$ cat src/rtl/delay_line_tank_pkg.sv
// Shared types and default geometry for the mercury delay-line tank model.
package edsac_pkg;

  typedef enum logic [1:0] {
    OP_READ  = 2'd0,
    OP_WRITE = 2'd1,
    OP_CLEAR = 2'd2,
    OP_RSVD  = 2'd3
  } tank_op_t;

  localparam int unsigned DIGITS_SHORT = 18;
  localparam int unsigned TANK_WORDS   = 16;

  // Any op that is neither WRITE nor CLEAR behaves as READ.
  function automatic logic op_is_read(input tank_op_t op);
    return (op != OP_WRITE) && (op != OP_CLEAR);
  endfunction

endpackage

$ cat src/rtl/delay_line_tank_if.sv
// Per-tank request/acknowledge port with serial data in/out.
interface delay_line_tank_if #(
  parameter int unsigned WORDS = edsac_pkg::TANK_WORDS
);
  import edsac_pkg::*;

  localparam int unsigned ADDR_W = $clog2(WORDS);

  logic              req;
  tank_op_t          op;
  logic              long_w;
  logic [ADDR_W-1:0] word_sel;
  logic              mib;
  logic              mob;
  logic              busy;
  logic              ack;

  modport master (
    output req, op, long_w, word_sel, mib,
    input  mob, busy, ack
  );

  modport slave (
    input  req, op, long_w, word_sel, mib,
    output mob, busy, ack
  );

endinterface

$ cat src/rtl/delay_line_tank_position_counter.sv
// Digit/word position within the major cycle, realigned by the digit-pulse generator.
module tank_position_counter #(
  parameter  int unsigned DIGITS = 18,
  parameter  int unsigned WORDS  = 16,
  localparam int unsigned DW     = $clog2(DIGITS),
  localparam int unsigned AW     = $clog2(WORDS)
) (
  input  logic          clk,
  input  logic          rst_n,
  input  logic          d0_i,
  output logic [DW-1:0] digit_cnt_o,
  output logic [AW-1:0] word_cnt_o,
  output logic          sync_err_o
);

  logic [DW-1:0] digit_q, digit_d;
  logic [AW-1:0] word_q, word_d;
  logic          err_q, err_d;

  always_comb begin
    digit_d = digit_q;
    word_d  = word_q;
    err_d   = err_q;
    // A d0 off phase means this cycle should have been digit 0; the word count is kept.
    if (d0_i && (digit_q != '0)) begin
      err_d   = 1'b1;
      digit_d = DW'(1);
    end else if (digit_q == DW'(DIGITS - 1)) begin
      digit_d = '0;
      word_d  = word_q + 1'b1;
    end else begin
      digit_d = digit_q + 1'b1;
    end
  end

  always_ff @(posedge clk or negedge rst_n) begin
    if (!rst_n) begin
      digit_q <= '0;
      word_q  <= '0;
      err_q   <= 1'b0;
    end else begin
      digit_q <= digit_d;
      word_q  <= word_d;
      err_q   <= err_d;
    end
  end

  assign digit_cnt_o = digit_q;
  assign word_cnt_o  = word_q;
  assign sync_err_o  = err_q;

endmodule

$ cat src/rtl/delay_line_tank.sv
// One recirculating delay-line tank: WORDS slots of DIGITS serial digits,
// accessed slot-synchronously through a req/ack port.
module delay_line_tank
  import edsac_pkg::*;
#(
  parameter int unsigned DIGITS = DIGITS_SHORT,
  parameter int unsigned WORDS  = TANK_WORDS
) (
  input  logic                     clk,
  input  logic                     rst_n,
  input  logic                     d0,
  delay_line_tank_if.slave         bus,
  output logic                     mon,
  output logic                     sync_err
);

  localparam int unsigned ADDR_W = $clog2(WORDS);
  localparam int unsigned N      = WORDS * DIGITS;
  localparam int unsigned DW     = $clog2(DIGITS);
  localparam int unsigned LW     = $clog2(2 * DIGITS);

  localparam logic [1:0] S_IDLE = 2'd0;
  localparam logic [1:0] S_WAIT = 2'd1;
  localparam logic [1:0] S_XFER = 2'd2;
  localparam logic [1:0] S_DONE = 2'd3;

  logic [DW-1:0]     digit_cnt;
  logic [ADDR_W-1:0] word_cnt;

  tank_position_counter #(
    .DIGITS (DIGITS),
    .WORDS  (WORDS)
  ) u_pos (
    .clk         (clk),
    .rst_n       (rst_n),
    .d0_i        (d0),
    .digit_cnt_o (digit_cnt),
    .word_cnt_o  (word_cnt),
    .sync_err_o  (sync_err)
  );

  logic [1:0]        state_q, state_d;
  tank_op_t          op_q, op_d;
  logic              long_q, long_d;
  logic [ADDR_W-1:0] sel_q, sel_d;
  logic [LW-1:0]     xcnt_q, xcnt_d;
  logic [N-1:0]      sr_q, sr_d;

  logic [ADDR_W-1:0] start_slot;
  logic [LW-1:0]     last_idx;
  logic              slot_hit;
  logic              xfer_now;
  logic              next_in;

  always_comb begin
    start_slot = long_q ? (sel_q & ~ADDR_W'(1)) : sel_q;
    last_idx   = long_q ? LW'(2 * DIGITS - 1) : LW'(DIGITS - 1);
    slot_hit   = (digit_cnt == '0) && (word_cnt == start_slot);
    // The matching WAIT cycle already carries digit 0 of the transfer.
    xfer_now   = (state_q == S_XFER) || ((state_q == S_WAIT) && slot_hit);
  end

  always_comb begin
    state_d = state_q;
    op_d    = op_q;
    long_d  = long_q;
    sel_d   = sel_q;
    xcnt_d  = xcnt_q;
    case (state_q)
      S_IDLE: begin
        if (bus.req) begin
          op_d    = bus.op;
          long_d  = bus.long_w;
          sel_d   = bus.word_sel;
          state_d = S_WAIT;
        end
      end
      S_WAIT: begin
        if (slot_hit) begin
          xcnt_d  = LW'(1);
          state_d = S_XFER;
        end
      end
      S_XFER: begin
        if (xcnt_q == last_idx) begin
          xcnt_d  = '0;
          state_d = S_DONE;
        end else begin
          xcnt_d = xcnt_q + 1'b1;
        end
      end
      S_DONE:  state_d = S_IDLE;
      default: state_d = S_IDLE;
    endcase
  end

  always_comb begin
    next_in = sr_q[0];
    if (xfer_now && (op_q == OP_WRITE)) begin
      next_in = bus.mib;
    end else if (xfer_now && (op_q == OP_CLEAR)) begin
      next_in = 1'b0;
    end
    sr_d = {next_in, sr_q[N-1:1]};
  end

  always_ff @(posedge clk or negedge rst_n) begin
    if (!rst_n) begin
      state_q <= S_IDLE;
      op_q    <= OP_READ;
      long_q  <= 1'b0;
      sel_q   <= '0;
      xcnt_q  <= '0;
      sr_q    <= '0;
    end else begin
      state_q <= state_d;
      op_q    <= op_d;
      long_q  <= long_d;
      sel_q   <= sel_d;
      xcnt_q  <= xcnt_d;
      sr_q    <= sr_d;
    end
  end

  assign bus.mob  = (xfer_now && op_is_read(op_q)) ? sr_q[0] : 1'b0;
  assign bus.busy = (state_q != S_IDLE);
  assign bus.ack  = (state_q == S_DONE);
  assign mon      = sr_q[0];

endmodule
$ cat src/flat_wrapper.sv
// flat-port wrapper written by rule: the top's interface ports become plain ports
module delay_line_tank_flat import edsac_pkg::*;
#(
  parameter int unsigned DIGITS = DIGITS_SHORT,
  parameter int unsigned WORDS  = TANK_WORDS
)
  (clk, rst_n, d0, mon, sync_err, bus_req, bus_op, bus_long_w, bus_word_sel, bus_mib, bus_mob, bus_busy, bus_ack);
  delay_line_tank_if #(.WORDS(WORDS)) bus_i ();
  input  logic clk;
  input  logic rst_n;
  input  logic d0;
  output logic mon;
  output logic sync_err;
  input wire logic [$bits(bus_i.req)-1:0] bus_req;
  input wire logic [$bits(bus_i.op)-1:0] bus_op;
  input wire logic [$bits(bus_i.long_w)-1:0] bus_long_w;
  input wire logic [$bits(bus_i.word_sel)-1:0] bus_word_sel;
  input wire logic [$bits(bus_i.mib)-1:0] bus_mib;
  output wire logic [$bits(bus_i.mob)-1:0] bus_mob;
  output wire logic [$bits(bus_i.busy)-1:0] bus_busy;
  output wire logic [$bits(bus_i.ack)-1:0] bus_ack;
  assign bus_i.req = bus_req;
  assign bus_i.op = bus_op;
  assign bus_i.long_w = bus_long_w;
  assign bus_i.word_sel = bus_word_sel;
  assign bus_i.mib = bus_mib;
  assign bus_mob = bus_i.mob;
  assign bus_busy = bus_i.busy;
  assign bus_ack = bus_i.ack;
  delay_line_tank #(.DIGITS(DIGITS), .WORDS(WORDS)) u_core (.clk(clk), .rst_n(rst_n), .d0(d0), .bus(bus_i), .mon(mon), .sync_err(sync_err));
endmodule
$ cat config.mk
export PLATFORM = sky130hd
export DESIGN_NAME = delay_line_tank_flat
export DESIGN_NICKNAME = d
export VERILOG_FILES = /design/src/rtl/delay_line_tank_pkg.sv /design/src/rtl/delay_line_tank_if.sv /design/src/rtl/delay_line_tank_position_counter.sv /design/src/rtl/delay_line_tank.sv /design/src/flat_wrapper.sv
export SDC_FILE = /design/constraint.sdc
export NUM_CORES = 1
export LEC_CHECK = 0
export CAP_MARGIN = 20
export CORE_ASPECT_RATIO = 1.1
export CORE_MARGIN = 8
export CORE_UTILIZATION = 50
export DETAILED_ROUTE_END_ITERATION = 16
export GPL_ROUTABILITY_DRIVEN = 0
export HOLD_SLACK_MARGIN = 0.05
export PLACE_DENSITY = 0.72
export SKIP_CTS_REPAIR_TIMING = 1
export SYNTH_ARGS = -nofsm -noshare
export SYNTH_HDL_FRONTEND = slang
export SYNTH_HIERARCHICAL = 1
export SYNTH_SLANG_ARGS = --single-unit
$ cat constraint.sdc
create_clock -name clk -period 1.8 [get_ports clk]
set_clock_uncertainty 0.1 [all_clocks]
set_input_delay 0.45 -clock clk [delete_from_list [all_inputs] [get_ports clk]]
set_output_delay 0.45 -clock clk [all_outputs]
set_load 0.005 [all_outputs]
==> After elaboration in Yosys (flattened, before gate mapping) <==
Cells that the tools add are included.
W data, S select, Z words.
{ "classes": {"addsub": 3, "n_bitwise": 1, "reduce_logical": 17, "eq_ne": 13, "muxes": 14} }
{ "op_table": {"columns": ["op", "n"], "rows": [
  ["$mux W6", 3],
  ["$pmux W6 S2", 1],
  ["$mux W5", 2],
  ["$pmux W2 S4", 1],
  ["$logic_and A1 B1 Y1", 7],
  ["$add A6 B1 Y6 const B", 1],
  ["$eq A2 B2 Y1 const B", 3],
  ["$eq A6 B6 Y1", 1],
  ["$mux W2", 3],
  ["$ne A2 B2 Y1 const B", 3],
  ["$reduce_and A2 Y1", 3],
  ["$add A5 B1 Y5 const B", 1],
  ["$eq A5 B5 Y1 const B", 1],
  ["$logic_not A5 Y1", 1],
  ["$reduce_bool A5 Y1", 1],
  ["$add A4 B1 Y4 const B", 1],
  ["$eq A2 B1 Y1 const B", 2],
  ["$eq A4 B4 Y1", 1],
  ["$mux W1", 4],
  ["$ne A2 B1 Y1 const B", 2],
  ["$reduce_bool A2 Y1", 2],
  ["$reduce_and A3 Y1", 1],
  ["$logic_not A2 Y1", 1],
  ["$logic_or A1 B1 Y1", 1],
  ["$not A1 Y1", 1]
]} }
{ "word_totals": {"output_inout_bits": 5, "register_bits": 313, "in_bits": 12} }

==> Longest topological paths before layout <==
{ "depth": {"depth_word": 8, "depth_mapped": 6, "ltp_nobuf": 6} }

==> Hierarchy <==
The synthesis kept the hierarchy.
{ "by_module_without_submodules": {"columns": ["module", "area_each_um2", "seq_area_each_um2", "instances", "cells_per_inst"], "rows": [
  ["delay_line_tank", 8129.0, 7582.3, 1, 382],
  ["tank_position_counter", 476.7, 250.2, 1, 41]
]} }

==> Least setup slack after synthesis <==
No wires, ideal clock.
{ "synth_path": {"path_kind": "register -> register", "start": "reg u_core.xcnt_q[1]", "end": "reg u_core.state_q[1]", "stages_incl_launch_ff": 6, "path_slack_ns": -0.134, "arrival_ns": 1.709, "period_less_slack_ns": 1.934, "n_path_buf": 0, "path_cell_list": "dfrtp_1 -> nor4b_2 -> a31oi_1 -> o41a_4 -> a211o_1 -> mux2_4"} }
{ "synth_between": {"elab_chain_len": 3} }
{ "synth_lines": {"columns": ["item", "line_no", "text"], "rows": [
  ["start, declared", "delay_line_tank.sv:46", "logic [LW-1:0] xcnt_q, xcnt_d;"],
  ["start signal, assigned", "delay_line_tank.sv:120", "xcnt_q <= xcnt_d;"],
  ["$eq A6 B6 Y1", "delay_line_tank.sv:85", "if (xcnt_q == last_idx) begin"],
  ["$ne A2 B2 Y1 (no source line)", null, null],
  ["$reduce_and A3 Y1 (no source line)", null, null],
  ["end signal, assigned", "delay_line_tank.sv:116", "state_q <= state_d;"],
  ["end, declared", "delay_line_tank.sv:42", "logic [1:0] state_q, state_d;"]
]} }
Every way passes these cells.
A chain may end at the register's enable or synchronous reset.

==> Worst setup path after layout <==
{ "layout_path": {"start": "reg u_core.state_q[0]", "end": "out bus_mob"} }
{ "layout_between": {"elab_chain_len": 5, "word_cells_on_any_way": 6} }
{ "layout_lines": {"columns": ["item", "line_no", "text"], "rows": [
  ["$eq A2 B1 Y1", "delay_line_tank.sv:60", "xfer_now = (state_q == S_XFER) || ((state_q == S_WAIT) && slot_hit);"],
  ["$logic_and A1 B1 Y1", "delay_line_tank.sv:60", null],
  ["$logic_or A1 B1 Y1 *", "delay_line_tank.sv:60", null],
  ["$logic_and A1 B1 Y1 *", "delay_line_tank.sv:125", "assign bus.mob = (xfer_now && op_is_read(op_q)) ? sr_q[0] : 1'b0;"],
  ["$mux W1 *", "delay_line_tank.sv:125", null],
  ["end, declared", "flat_wrapper.sv:19", "output wire logic [$bits(bus_i.mob)-1:0] bus_mob;"]
]} }
Every way passes the cells marked *; elsewhere a longest branch is shown, timed or not.

==> flow_summary_export.csv <==
group,metric,value,unit
status,run_status,"finished with violations",
status,violations,"setup timing",
die,die_area,21700,sq um
worst_setup_path,cp_top_family,"flip-flops",
routing,avgViaCountPerCell,4.50,
routing,wl_per_cell,16.9,microns
finish,finalNetCount,542,
grt,use_met1,17.0,%
power_and_ir_drop,ir_drop,0.777,mV
routing,remaining_drc_errors,0,
finish,syn_to_final_growth,24.1,%
grt,grt_overflow,0,
cts,cts-root-buf,"clkbuf_16",
logic_synthesis,ys_seq_area_share,91.0,%
grt,grt_busiest_layer,"met2",
worst_setup_path,cp_slowest_cell,"dfrtp_1",
placed_design,place.port_buffers,16,
worst_setup_path,cp_max_fo,2,
logic_synthesis,yosys.area_share.simple,2.52,%
sta,slew_headroom,76.3,%
finish,nFillCells,1102,
routing,dr.pass1.iters,4,
worst_setup_path,path_cells,"buf_4 > ha_2 > and3_4 > a31oi_4 > nor2_1 > buf_2",
cts,cts_buffers,28,
finish,fin_cells,774,
placed_design,dp.cells,714,
die,initial_core_util,50.8,%
routing,vias,3484,
worst_setup_path,required,1.25,ns
die,coreArea,17000,sq um
die,die_h,154,microns
logic_synthesis,netlist_area,8610,sq um
sta,worst_pin_slew,0.353,ns
worst_setup_path,end_kind,"primary output",
grt,use_met3,2.14,%
logic_synthesis,synth_top_family_by_area,"simple AND/OR/NAND/NOR gates",
logic_synthesis,synth.avg_cell_area,20.3,sq um
placed_design,hpwl,6360,microns
worst_setup_path,critPathBufInv,2,
power_and_ir_drop,p_leak,5.55,nW
grt,grt_use_met2,20.2,%
finish,antenna-diode-count,0,
finish,ff_latch_area,7830,sq um
routing,totalWireLength,13100,microns
grt,grt_pass1_vias,4020,
cts,clkTransAtPathRegs,0.07,ns
cts,cts.sinks,313,
cts,cts_tree,"yes",
die,io_pins,17,
logic_synthesis,synth_fa_ha_area_share,1.74,%
sta,fin_crit,2.32,ns
logic_synthesis,synth_compound_area_share,1.67,%
sta,hold_viol_final,0,
worst_setup_path,reg2reg_depth,6,
worst_setup_path,cp-start-kind,"flip-flop",
die,die_x,141,microns
logic_synthesis,postSynthNetCount,447,
finish,fin_util,63.0,%
cts,clockBufferDepth,3,
sta,fmaxAchievable,431,MHz
grt,grt_antenna_before_repair,0,
worst_setup_path,startpoint,"u_core/state_q[0]",
cts,clock_latency,0.53,ns
grt,grt_pass1_wl,21500,microns
logic_synthesis,synth.area.mux_share,1.34,%
sta,rsz0062_at_grt,"true",
worst_setup_path,worst-setup-path-type,"reg -> out",
worst_hold_path,min_to,"u_core/sr_q[229]",
sta,drv_slew,0,
grt,grt_max_degree,58,
finish,drive_above_1_share,25.0,%
logic_synthesis,synthDistinctLibCells,29,
worst_setup_path,arrival,1.77,ns
sta,worst_hold_slack,0.241,ns
worst_setup_path,r2r_end,"u_core/state_q[1]",
die,rows,50,
sta,period_share,129,%
power_and_ir_drop,p_per_area,1500,nW/um^2
power_and_ir_drop,p_total,16.0,mW
finish,multi_input_area,840,sq um
worst_setup_path,slowest_delay,0.40,ns
worst_hold_path,holdCritPathClass,"reg -> reg",
run,drv_cap,0,
worst_setup_path,r2r_slack,-0.23,ns
worst_setup_path,cp_num_cells,6,
logic_synthesis,ys_ff_latch,313,
sta,fin_ws,-0.522,ns
sta,tns,-1.46,ns
routing,drt_iter0_markers,163,
logic_synthesis,syn_inst,423,
logic_synthesis,synthXorXnorAreaFrac,1.02,%
logic_synthesis,yosys_warnings,6,
sta,setup_viol,8,
worst_hold_path,hp-start,"u_core/sr_q[230]",
grt,track_usage,12.6,%
worst_setup_path,r2r-start,"u_core/long_q",
worst_hold_path,min_path_cells,0,
cts,h-tree-depth,1,
routing,antenna_left,0,
[synth_stat cells]
cell type    n  area, sq um
a32o_2       1         11.3
xnor2_1      5         43.8
ha_1        12          150
a32oi_1      1         8.76
mux2_4       1         15.0
nand3_1      6         30.0
a21boi_0     1         7.51
xor2_1       5         43.8
o41a_4       1         21.3
dfrtp_1    313         7830
inv_1       16         60.1
o22ai_1      4         25.0
a31oi_1      2         12.5
a41oi_1      1         8.76
o21ai_0      3         15.0
a211o_1      1         8.76
or4b_4       1         13.8
nand2b_1     2         12.5
mux2_2       8         90.1
nor2b_1      2         12.5
and3_1       3         18.8
nor2_1      11         41.3
a21oi_1      5         25.0
mux2i_1      1         10.0
nor3_1       2         10.0
nor4b_2      1         15.0
nand2_1     10         37.5
and2_1       1         6.26
nand4_1      3         18.8
[worst max path at each step]
stage                   endpoint  slack (ns)
6_report                 bus_mob       -0.52
5_1_grt                  bus_mob       -0.62
4_1_cts                  bus_mob       -1.01
3_5_place_dp             bus_mob       -0.43
3_3_place_gp             bus_mob       -0.41
2_1_floorplan  u_core/state_q[1]       -0.09
[cell families (layout without fill, tap and decap cells)]
logic type	Yosys count	count (layout)
and+or+nand+nor	42	42
buffers and inverters	16	133
xor gates and xnor gates	10	10
DFF	313	313
adders and majority gates	12	12
muxes	10	10
AOI/OAI and AO/OA	20	20
[flip-flops by register name, indices dropped and copies added, names as in the netlist]
| name | cells |
|---|---|
| u_core/sr_q | 288 |
| u_core/xcnt_q | 6 |
| u_core/u_pos/digit_cnt_o | 5 |
| u_core/sel_q | 4 |
| u_core/u_pos/word_cnt_o | 4 |
| u_core/op_q | 2 |
| u_core/state_q | 2 |
| u_core/long_q | 1 |
| u_core/u_pos/sync_err_o | 1 |
[cell usage in the layout, fill, tap and decap left out, types with 2 or more instances in the layout]
master / instances
clkdlybuf4s50_1: 10
nand2_1: 10
clkbuf_8: 7
inv_1: 12
xnor2_1: 5
buf_12: 5
nor3_2: 2
dfrtp_1: 313
buf_6: 8
o22ai_2: 2
nor2b_1: 2
ha_4: 2
mux2_2: 8
clkbuf_2: 3
nor2_1: 10
xor2_1: 5
clkbuf_1: 3
a21oi_2: 3
inv_2: 2
and3_1: 2
clkbuf_16: 29
ha_1: 9
clkinv_4: 4
buf_4: 35
a21oi_1: 2
o22ai_1: 2
o21ai_0: 2
bufinv_16: 5
nand3_1: 6
nand4_1: 3
inv_4: 2
clkinv_2: 3
[final cells by class]
class                   count  area share, %
repair buffers             65           5.72
flip-flops and latches    313           73.3
multi-input cells          94           7.86
well taps                 234           2.74
clock buffers              39           7.80
inverters                  16          0.609
clock inverters            13           1.94
[metrics by stage]
step	instance area, sq um	worst slack, ns
6_report	10700	-0.522
5_1_grt	10700	-0.621
4_1_cts	10500	-1.01
3_5_place_dp	9430	-0.430
3_3_place_gp	9430	-0.415
2_1_floorplan	8610	-0.0930
[power breakdown]
part           switching (mW)  internal [mW]
Sequential              0.180           7.35
Clock                    2.47           3.96
Combinational           0.993           1.05
[layer usage]
layer | part of all wire [%] | up-vias | wire length (microns)
li1 | - | 1546 | -
met1 | 45 | 1867 | 5920
met2 | 49 | 45 | 6430
met3 | 3.1 | 26 | 400
met4 | 2.3 | 0 | 302
met5 | 0 | - | 0
[worst reg2reg max path, cell delays in order (launching register included)]
cell and delay, ns:
dfrtp_1 0.39, buf_6 0.13, nor4b_4 0.21, a31oi_1 0.08
o41a_4 0.37, a211o_1 0.32, mux2_4 0.31
No activity file was read; power rests on OpenSTA's default activity.
